### src/rtl/ase_pkg.sv
// Shared CCI-P MMIO types and constants for the ASE MMIO responder slice.
package ase_pkg;

  localparam int CCIP_CFG_HDR_WIDTH     = 28;
  localparam int CCIP_MMIO_TID_WIDTH    = 9;
  localparam int CCIP_MMIO_RDDATA_WIDTH = 64;

  localparam logic [1:0] MMIO_LEN_4B = 2'd0;
  localparam logic [1:0] MMIO_LEN_8B = 2'd1;

  typedef struct packed {
    logic [15:0]                    index;
    logic [1:0]                     len;
    logic                           poison;
    logic [CCIP_MMIO_TID_WIDTH-1:0] tid;
  } CfgHdr_t;

  typedef struct packed {
    logic [CCIP_MMIO_TID_WIDTH-1:0] tid;
  } MMIOHdr_t;

  typedef struct packed {
    logic [CCIP_MMIO_TID_WIDTH-1:0]    tid;
    logic [CCIP_MMIO_RDDATA_WIDTH-1:0] data;
  } mmio_rsp_t;

endpackage

### src/rtl/ase_mmio_responder_if.sv
// MMIO request / response bundle between the ASE request path and the AFU responder.
interface ase_mmio_responder_if;
  import ase_pkg::*;

  logic                              mmio_wr_valid;
  logic                              mmio_rd_valid;
  logic [CCIP_CFG_HDR_WIDTH-1:0]     mmio_hdr;
  logic [63:0]                       mmio_wrdata;
  logic                              rsp_valid;
  logic [CCIP_MMIO_TID_WIDTH-1:0]    rsp_tid;
  logic [CCIP_MMIO_RDDATA_WIDTH-1:0] rsp_data;
  logic                              rsp_ready;
  logic                              rsp_almfull;
  logic                              err_overflow;
  logic                              err_misaligned;
  logic                              err_collision;

  modport slave (
    input  mmio_wr_valid, mmio_rd_valid, mmio_hdr, mmio_wrdata, rsp_ready,
    output rsp_valid, rsp_tid, rsp_data, rsp_almfull,
           err_overflow, err_misaligned, err_collision
  );

  modport master (
    output mmio_wr_valid, mmio_rd_valid, mmio_hdr, mmio_wrdata, rsp_ready,
    input  rsp_valid, rsp_tid, rsp_data, rsp_almfull,
           err_overflow, err_misaligned, err_collision
  );

endinterface

### src/rtl/ase_mmio_rsp_fifo.sv
// Show-ahead FIFO of MMIO read completions; push and pop may coincide.
module ase_mmio_rsp_fifo
  import ase_pkg::*;
#(
  parameter  int DEPTH = 8,
  localparam int AW    = $clog2(DEPTH)
) (
  input  logic      clk,
  input  logic      rst_n,
  input  logic      push,
  input  mmio_rsp_t din,
  input  logic      pop,
  output mmio_rsp_t dout,
  output logic [AW:0] count
);

  mmio_rsp_t         mem [DEPTH];
  logic [AW-1:0]     wr_ptr;
  logic [AW-1:0]     rd_ptr;

  always_ff @(posedge clk or negedge rst_n) begin
    if (!rst_n) begin
      wr_ptr <= '0;
      rd_ptr <= '0;
      count  <= '0;
    end else begin
      if (push) wr_ptr <= wr_ptr + 1'b1;
      if (pop)  rd_ptr <= rd_ptr + 1'b1;
      count <= count + {{AW{1'b0}}, push} - {{AW{1'b0}}, pop};
    end
  end

  // Storage is not reset; count alone defines which entries are live.
  always_ff @(posedge clk) begin
    if (push) mem[wr_ptr] <= din;
  end

  assign dout = mem[rd_ptr];

endmodule

### src/rtl/ase_mmio_responder.sv
// AFU-side MMIO completer: 64-bit CSR file, one-cycle read stage, in-order
// response FIFO toward the TX MMIO-response arbiter.
module ase_mmio_responder
  import ase_pkg::*;
#(
  parameter int          NUM_CSR        = 16,
  parameter int          RSP_FIFO_DEPTH = 8,
  parameter int          ALMFULL_MARGIN = 2,
  parameter logic [63:0] AFU_ID_L       = 64'h0,
  parameter logic [63:0] AFU_ID_H       = 64'h0
) (
  input logic                 clk,
  input logic                 rst_n,
  ase_mmio_responder_if.slave mmio
);

  localparam int AW  = $clog2(RSP_FIFO_DEPTH);
  localparam int CW  = AW + 1;
  localparam int CIW = $clog2(NUM_CSR);

  logic [1:0]     rst_sync_q;
  logic           rst_int_n;
  CfgHdr_t        hdr;
  logic [14:0]    csr_idx;
  logic [CIW-1:0] csr_sel;
  logic           dw, in_range, is_4b;
  logic           wr_req, rd_req, misaligned, wr_en, rd_accept, pop;
  logic [63:0]    csr_q [NUM_CSR];
  logic [63:0]    csr_word, rd_word;
  logic           s1_valid;
  mmio_rsp_t      s1_rsp, head;
  logic [CW-1:0]  fifo_count, occupancy;
  logic           almfull_q, ovf_q, mis_q, col_q;

  always_ff @(posedge clk or negedge rst_n) begin
    if (!rst_n) rst_sync_q <= 2'b00;
    else        rst_sync_q <= {rst_sync_q[0], 1'b1};
  end
  assign rst_int_n = rst_sync_q[1];

  assign hdr      = CfgHdr_t'(mmio.mmio_hdr);
  assign csr_idx  = hdr.index[15:1];
  assign csr_sel  = csr_idx[CIW-1:0];
  assign dw       = hdr.index[0];
  assign in_range = csr_idx < 15'(NUM_CSR);
  assign is_4b    = hdr.len == MMIO_LEN_4B;

  assign wr_req     = mmio.mmio_wr_valid & ~mmio.mmio_rd_valid;
  assign rd_req     = mmio.mmio_rd_valid & ~mmio.mmio_wr_valid;
  assign misaligned = (wr_req | rd_req) & ~is_4b & dw;
  assign wr_en      = wr_req & ~hdr.poison & in_range & (csr_sel >= CIW'(2)) & ~(~is_4b & dw);

  // A full responder still accepts a read if the head leaves this same cycle.
  assign pop       = mmio.rsp_valid & mmio.rsp_ready;
  assign occupancy = fifo_count + CW'(s1_valid);
  assign rd_accept = rd_req & ((occupancy < CW'(RSP_FIFO_DEPTH)) | pop);

  always_comb begin
    csr_word = '0;
    for (int i = 0; i < NUM_CSR; i++) begin
      if (in_range && csr_sel == CIW'(i))
        csr_word = (i == 0) ? AFU_ID_L : (i == 1) ? AFU_ID_H : csr_q[i];
    end
    rd_word = '0;
    if (is_4b)    rd_word = dw ? {2{csr_word[63:32]}} : {2{csr_word[31:0]}};
    else if (!dw) rd_word = csr_word;
  end

  always_ff @(posedge clk or negedge rst_int_n) begin
    if (!rst_int_n) begin
      for (int i = 0; i < NUM_CSR; i++) csr_q[i] <= '0;
    end else if (wr_en) begin
      if (!is_4b)   csr_q[csr_sel]        <= mmio.mmio_wrdata;
      else if (dw)  csr_q[csr_sel][63:32] <= mmio.mmio_wrdata[31:0];
      else          csr_q[csr_sel][31:0]  <= mmio.mmio_wrdata[31:0];
    end
  end

  always_ff @(posedge clk or negedge rst_int_n) begin
    if (!rst_int_n) begin
      s1_valid  <= 1'b0;
      s1_rsp    <= '0;
      almfull_q <= 1'b0;
      ovf_q     <= 1'b0;
      mis_q     <= 1'b0;
      col_q     <= 1'b0;
    end else begin
      s1_valid <= rd_accept;
      if (rd_accept) s1_rsp <= '{tid: hdr.tid, data: rd_word};
      almfull_q <= occupancy >= CW'(RSP_FIFO_DEPTH - ALMFULL_MARGIN);
      if (rd_req && !rd_accept)                   ovf_q <= 1'b1;
      if (misaligned)                             mis_q <= 1'b1;
      if (mmio.mmio_wr_valid && mmio.mmio_rd_valid) col_q <= 1'b1;
    end
  end

  ase_mmio_rsp_fifo #(.DEPTH(RSP_FIFO_DEPTH)) u_rsp_fifo (
    .clk   (clk),
    .rst_n (rst_int_n),
    .push  (s1_valid),
    .din   (s1_rsp),
    .pop   (pop),
    .dout  (head),
    .count (fifo_count)
  );

  // Head storage is unreset, so the payload is masked while nothing is valid.
  assign mmio.rsp_valid      = fifo_count != '0;
  assign mmio.rsp_tid        = mmio.rsp_valid ? head.tid  : '0;
  assign mmio.rsp_data       = mmio.rsp_valid ? head.data : '0;
  assign mmio.rsp_almfull    = almfull_q;
  assign mmio.err_overflow   = ovf_q;
  assign mmio.err_misaligned = mis_q;
  assign mmio.err_collision  = col_q;

endmodule
### src/flat_wrapper.sv
// flat-port wrapper written by rule: the top's interface ports become plain ports
module ase_mmio_responder_flat import ase_pkg::*;
#(
  parameter int          NUM_CSR        = 16,
  parameter int          RSP_FIFO_DEPTH = 8,
  parameter int          ALMFULL_MARGIN = 2,
  parameter logic [63:0] AFU_ID_L       = 64'h0,
  parameter logic [63:0] AFU_ID_H       = 64'h0
)
  (clk, rst_n, mmio_mmio_wr_valid, mmio_mmio_rd_valid, mmio_mmio_hdr, mmio_mmio_wrdata, mmio_rsp_ready, mmio_rsp_valid, mmio_rsp_tid, mmio_rsp_data, mmio_rsp_almfull, mmio_err_overflow, mmio_err_misaligned, mmio_err_collision);
  ase_mmio_responder_if mmio_i ();
  input logic clk;
  input logic rst_n;
  input wire logic [$bits(mmio_i.mmio_wr_valid)-1:0] mmio_mmio_wr_valid;
  input wire logic [$bits(mmio_i.mmio_rd_valid)-1:0] mmio_mmio_rd_valid;
  input wire logic [$bits(mmio_i.mmio_hdr)-1:0] mmio_mmio_hdr;
  input wire logic [$bits(mmio_i.mmio_wrdata)-1:0] mmio_mmio_wrdata;
  input wire logic [$bits(mmio_i.rsp_ready)-1:0] mmio_rsp_ready;
  output wire logic [$bits(mmio_i.rsp_valid)-1:0] mmio_rsp_valid;
  output wire logic [$bits(mmio_i.rsp_tid)-1:0] mmio_rsp_tid;
  output wire logic [$bits(mmio_i.rsp_data)-1:0] mmio_rsp_data;
  output wire logic [$bits(mmio_i.rsp_almfull)-1:0] mmio_rsp_almfull;
  output wire logic [$bits(mmio_i.err_overflow)-1:0] mmio_err_overflow;
  output wire logic [$bits(mmio_i.err_misaligned)-1:0] mmio_err_misaligned;
  output wire logic [$bits(mmio_i.err_collision)-1:0] mmio_err_collision;
  assign mmio_i.mmio_wr_valid = mmio_mmio_wr_valid;
  assign mmio_i.mmio_rd_valid = mmio_mmio_rd_valid;
  assign mmio_i.mmio_hdr = mmio_mmio_hdr;
  assign mmio_i.mmio_wrdata = mmio_mmio_wrdata;
  assign mmio_i.rsp_ready = mmio_rsp_ready;
  assign mmio_rsp_valid = mmio_i.rsp_valid;
  assign mmio_rsp_tid = mmio_i.rsp_tid;
  assign mmio_rsp_data = mmio_i.rsp_data;
  assign mmio_rsp_almfull = mmio_i.rsp_almfull;
  assign mmio_err_overflow = mmio_i.err_overflow;
  assign mmio_err_misaligned = mmio_i.err_misaligned;
  assign mmio_err_collision = mmio_i.err_collision;
  ase_mmio_responder #(.NUM_CSR(NUM_CSR), .RSP_FIFO_DEPTH(RSP_FIFO_DEPTH), .ALMFULL_MARGIN(ALMFULL_MARGIN), .AFU_ID_L(AFU_ID_L), .AFU_ID_H(AFU_ID_H)) u_core (.clk(clk), .rst_n(rst_n), .mmio(mmio_i));
endmodule
### config.mk
export PLATFORM = sky130hd
export DESIGN_NAME = ase_mmio_responder_flat
export DESIGN_NICKNAME = d
export VERILOG_FILES = /design/src/rtl/ase_pkg.sv /design/src/rtl/ase_mmio_responder_if.sv /design/src/rtl/ase_mmio_rsp_fifo.sv /design/src/rtl/ase_mmio_responder.sv /design/src/flat_wrapper.sv
export SDC_FILE = /design/constraint.sdc
export NUM_CORES = 2
export LEC_CHECK = 0
export BUFFER_PORTS_ARGS = -buffer_cell sky130_fd_sc_hd__buf_2
export CORE_UTILIZATION = 30
export DETAILED_ROUTE_END_ITERATION = 16
export PLACE_DENSITY_LB_ADDON = 0.1
export SKIP_LAST_GASP = 1
export SYNTH_ARGS = -nofsm -noshare
export SYNTH_HDL_FRONTEND = slang
export SYNTH_HIERARCHICAL = 1
export SYNTH_SLANG_ARGS = --single-unit
### constraint.sdc
create_clock -name clk -period 42.4 [get_ports clk]
set_input_delay 2.12 -clock clk [delete_from_list [all_inputs] [get_ports clk]]
set_output_delay 2.12 -clock clk [all_outputs]
set_load 0.01 [all_outputs]
[Word-level counts from Yosys, hierarchy flattened]
Memory sizes are Yosys's and may differ from the RTL's.
Index checks and enable logic that the tools add are counted.
Storage, ports and cells
  flip-flop bits (word level): 1114
  RAM bits: 584
  output and inout port bits: 78
  word-level logic and storage cells: 123
  memories kept: 1
Memory list
  u_core.u_rsp_fifo.mem: words 8, bits a word 73, read ports 1, clocked after Yosys merged registers in 0, wr ports 1, RTL line ase_mmio_rsp_fifo.sv:17  | mmio_rsp_t mem [DEPTH];
Cells by class
  add/sub/neg operators: 4
  $lt $le $gt $ge: 6
  eq/ne operators: 14
  mux-type cells: 32
  bitwise gates (word level): 19
  reduce and logical (&&, ||, !) cells: 20
Operators with widths (count)
  $bwmux W1024: 3
  $mux W1024: 2
  $mux W64: 20
  $demux W64 S4: 3
  $eq A4 B4 Y1 const B: 8
  $mux W32: 1
  $logic_and A1 B1 Y1: 17
  $eq A4 B3 Y1 const B: 4
  $lt A15 B5 Y1 const B: 1
  $and A1 B1 Y1: 11
  $mux W9: 1
  $eq A4 B2 Y1 const B: 2
  $add A3 B1 Y3 const B: 2
  $ge A5 B5 Y1 const B: 1
  $lt A5 B1 Y1 const B: 1
  $not A1 Y1: 5
  $not A4 Y5: 1
  $add A4 B1 Y4: 1
  $ge A4 B2 Y1 const B: 1
  $ge A4 B3 Y1 const B: 1
  $lt A4 B4 Y1 const B: 1
  $reduce_bool A4 Y1: 1
  $sub A4 B1 Y4: 1
  $logic_not A2 Y1: 1
  3 further kinds: 5

[Depth between registers and ports, before layout]
  word-level depth: 18
  depth in mapped cells: 14
  gate-level depth less buffers: 9

[Cells and area by module]
The synthesis kept the hierarchy.
Modules (own cells, without submodules)
  ase_mmio_responder: instances 1, cells each 4324, area each 45133.3 um^2, sequential area each 24423.4 um^2
  ase_mmio_rsp_fifo: instances 1, cells each 894, area each 22451.5 um^2, sequential area each 17787.1 um^2

[Least setup slack after synthesis]
OpenSTA, ideal clock, no wires.
  path type: register to register
  start point: reg u_core.u_rsp_fifo.wr_ptr[1]
  end point: mem u_core/u_rsp_fifo/mem[0][0] (netlist name), enable pin
  arrival time: 5.531 ns
  required time: 41.806 ns
  slack: 36.276 ns
  stages on the path, launching flop included: 3
  path buffers: 0
  clock period less this slack: 6.124 ns
  cells stage by stage: dfrtp_1 nand2b_1 nor3_1
RTL lines
  start: declaration: RTL line ase_mmio_rsp_fifo.sv:18  | logic [AW-1:0] wr_ptr;
  start signal: assignment: RTL line ase_mmio_rsp_fifo.sv:27  | if (push) wr_ptr <= wr_ptr + 1'b1;
  end: declaration: RTL line ase_mmio_rsp_fifo.sv:17
Straight into the memory's write port.

==> impl_metrics.json <==
{
  "area_growth_pct": 15.6,
  "status": "finished clean",
  "clkTransAtPathRegs_ns": 0.05,
  "post-route-period-util_pct": 15.8,
  "layout.nets": 5429,
  "async_flop_share_pct": 62.8,
  "grt-ovfl-total": 0,
  "syn_area_mm2": 0.0676,
  "drcViolationCount": 0,
  "synthesis.nets": 5327,
  "grt_max_degree": 72,
  "cts_resized": 0,
  "die_w_um": 477,
  "finalWorstSetupSlack_ns": 35.69,
  "r2r.worst_path.cells": 4,
  "place_congestion": 0.842,
  "crit_path_end": "mmio_rsp_data[47]",
  "antenna_found_initial": 29,
  "grt_first_pass_wirelength_um": 378000,
  "post-cts-setup-buffers": 0,
  "htreeDepth": 4,
  "grt_pass1_vias": 45700,
  "final_cells": 8451,
  "first_pass_iters": 6,
  "synth.top_cells.by_area": "dfrtp_1 37%, edfxtp_1 26%, mux2_2 8.6%",
  "port_buffers": 174,
  "power.density_mw_per_mm2": 51.9,
  "fillCellCount": 21800,
  "worstSetupPathType": "reg2out",
  "r2r_slack_ns": 38.26,
  "timing.critical_path.slowest_stage_cell": "dfrtp_4",
  "ant_nets": 0,
  "wl_um": 269000,
  "dieHeight_um": 477,
  "cap_violations": 0,
  "holdCritPathClass": "reg2reg",
  "worstMarginPinSlew_ns": 1.37,
  "clockBufferDepth": 3,
  "ys.flop_type": "dfrtp_1",
  "cts_hold_buf": 0,
  "drt_iter0_markers": 4299,
  "r2r-end": "u_core/csr_q[401]$_DFFE_PN0P_",
  "via_per_inst": 5.43,
  "crit_arrival_ns": 4.59,
  "cp-start-kind": "flip-flop",
  "ys_types": 94,
  "fin_util_pct": 35.0,
  "period_minus_slack_ns": 6.71,
  "timing.slew.headroom_pct": 6.28,
  "via_count": 45900,
  "io-pin-count": 175,
  "cts-root-buf": "clkbuf_16",
  "required_ns": 40.28,
  "cts_tree": "yes",
  "yosys_warnings": 6,
  "end_kind": "output pin",
  "dp_hpwl_um": 170000,
  "start_util_pct": 30.3,
  "grt_usage_pct": 23.5,
  "insertion_delay_ns": 0.84,
  "rows": 173,
  "whs_ns": 0.347,
  "cp-startpoint": "u_core/u_rsp_fifo/rd_ptr[0]$_DFFE_PN0P_",
  "crit_fanout": 43,
  "r2r_start": "u_core/rst_sync_q[1]$_DFF_PN0_",
  "synth_seq_cells": 1570,
  "die_area_mm2": 0.227,
  "finalClockSkew_ns": 0.0372,
  "crit_top_cell": "buf_4",
  "syn_avg_cell_area_um2": 13.0,
  "finalSetupTns_ns": 0,
  "path_cells": "buf_4, buf_4, mux4_2, mux2_2, nor2b_1, buf_2",
  "clkSinkCount": 1570,
  "p_leak_nw": 31.8,
  "post-place-cells": 8110,
  "netlist_instances": 5218,
  "wire_per_inst_um": 31.9,
  "max_stage_delay_ns": 0.83,
  "seq_area_frac_synth_pct": 62.5,
  "final_hold_viol_count": 0,
  "max_freq_ghz": 0.149,
  "synth_largest_area_cell": "dfrtp_1",
  "synth_top_area_share_pct": 36.5,
  "cts_buffers": 183,
  "setup_viol": 0,
  "fp.coreArea_mm2": 0.223,
  "drive_above_1_share_pct": 25.9,
  "rsz0062_at_grt": "no",
  "synth_edf_count": 584,
  "pre_cts_ws_ns": 35.43,
  "min_delay_path_depth": 0,
  "ir_worst_vdd_mv": 0.0470,
  "timing.final.max_slew_violations": 0
}
==> synthesized netlist by cell type, types with 8 or more instances <==
master,count
a211oi_1,26
a21o_1,12
a21oi_1,195
a221o_1,24
a221oi_1,41
a222oi_1,16
a22o_1,20
a22oi_1,90
a31oi_1,18
and3_1,38
buf_1,24
buf_2,85
buf_4,24
buf_6,23
clkbuf_1,275
dfrtp_1,986
edfxtp_1,584
ha_1,11
inv_1,24
mux2_1,17
mux2_2,516
mux2i_1,15
mux4_2,147
nand2_1,639
nand2b_1,14
nand3_1,24
nand3b_1,8
nand4_1,26
nor2_1,201
nor2b_1,79
nor3_1,30
nor4_1,19
nor4_2,9
nor4_4,14
o2111ai_1,10
o211ai_1,19
o21a_1,13
o21ai_0,614
o21ai_1,8
o221ai_1,30
o22a_1,16
o22ai_1,75
o31ai_1,12
or3_1,16
==> worst max-delay path: cells and delay by family (launching register included) <==
kind	cells	cell delay, ns
muxes	2	0.87
DFF	1	0.83
and+or+nand+nor	1	0.19
buffers and inverters	3	1.77
==> stage by stage <==
stage                     power [mW]  instance area [µm²]
after floorplan                 2.21                67600
final                           4.06                78100
after CTS                       4.12                78100
after detailed placement        2.50                72000
after global placement          2.50                72000
after global routing            4.22                78100
==> routing by layer <==
metal / GRT usage (%) / share of wire (%)
met1: 33.2 / 45
met2: 37.1 / 46
met3: 3.83 / 6.2
met4: 6.30 / 2.6
met5: 0 / 0
==> kinds of logic after synthesis <==
kind of cell               Yosys count  share of synthesized area (%)
and+or+nand+nor                   1179                           8.38
AOI/OAI and AO/OA                 1297                           11.7
DFF                               1570                           62.5
xor gates and xnor gates             8                          0.104
other                                1                        0.00555
adders and majority gates           12                          0.233
muxes                              695                           14.0
buffers and inverters              456                           3.08
==> power breakdown <==
part	internal (mW)	switching [mW]
sequential	1.68	0.104
clock	0.947	0.665
combinational	0.297	0.366
total	2.92	1.14
==> flip-flops by register name, indices dropped and copies added (netlist names) <==
| name | cells |
|---|---|
| u_core/csr_q | 896 |
| u_core/u_rsp_fifo/mem | 584 |
| u_core/s1_rsp | 73 |
| u_core/u_rsp_fifo/count | 4 |
| u_core/u_rsp_fifo/rd_ptr | 3 |
| u_core/u_rsp_fifo/wr_ptr | 3 |
| u_core/rst_sync_q | 2 |
| u_core/mmio.err_collision | 1 |
| u_core/mmio.err_misaligned | 1 |
| u_core/mmio.err_overflow | 1 |
| u_core/mmio.rsp_almfull | 1 |
| u_core/s1_valid | 1 |
==> how the worst min path moves through the flow <==
| stage | start | endpoint |
|---|---|---|
| CTS | u_core/rst_sync_q[0]$_DFF_PN0_ | u_core/rst_sync_q[1]$_DFF_PN0_ |
| floorplan | u_core/rst_sync_q[0]$_DFF_PN0_ | u_core/rst_sync_q[1]$_DFF_PN0_ |
| global route | u_core/rst_sync_q[0]$_DFF_PN0_ | u_core/rst_sync_q[1]$_DFF_PN0_ |
| global placement | u_core/rst_sync_q[0]$_DFF_PN0_ | u_core/rst_sync_q[1]$_DFF_PN0_ |
| finish | u_core/rst_sync_q[0]$_DFF_PN0_ | u_core/rst_sync_q[1]$_DFF_PN0_ |
| detailed placement | u_core/rst_sync_q[0]$_DFF_PN0_ | u_core/rst_sync_q[1]$_DFF_PN0_ |
==> cells in the final DEF (no fill, tap or decap), types with 79 or more instances in the layout <==
master,synthesis,routed
o21ai_0,614,612
mux2_2,516,516
a21oi_1,195,176
buf_2,85,171
mux4_2,147,147
a22oi_1,90,90
buf_4,24,174
dfrtp_1,986,982
edfxtp_1,584,584
nor2_1,201,187
nand2_1,639,625
clkbuf_16,0,185
nor2b_1,79,79
==> area by class of cell <==
| type | count | area, µm² | share of cell area [%] |
|---|---|---|---|
| sequential | 1570 | 42200 | 54.1 |
| multi-input combinational | 3192 | 23700 | 30.4 |
| clock buffer | 272 | 5310 | 6.79 |
| tap | 2975 | 3720 | 4.77 |
| timing repair buffer | 348 | 2210 | 2.83 |
| clock inverter | 62 | 791 | 1.01 |
| inverter | 25 | 95.1 | 0.122 |
| antenna | 7 | 17.5 | 0.0224 |
(Power assumes the default switching activity.)
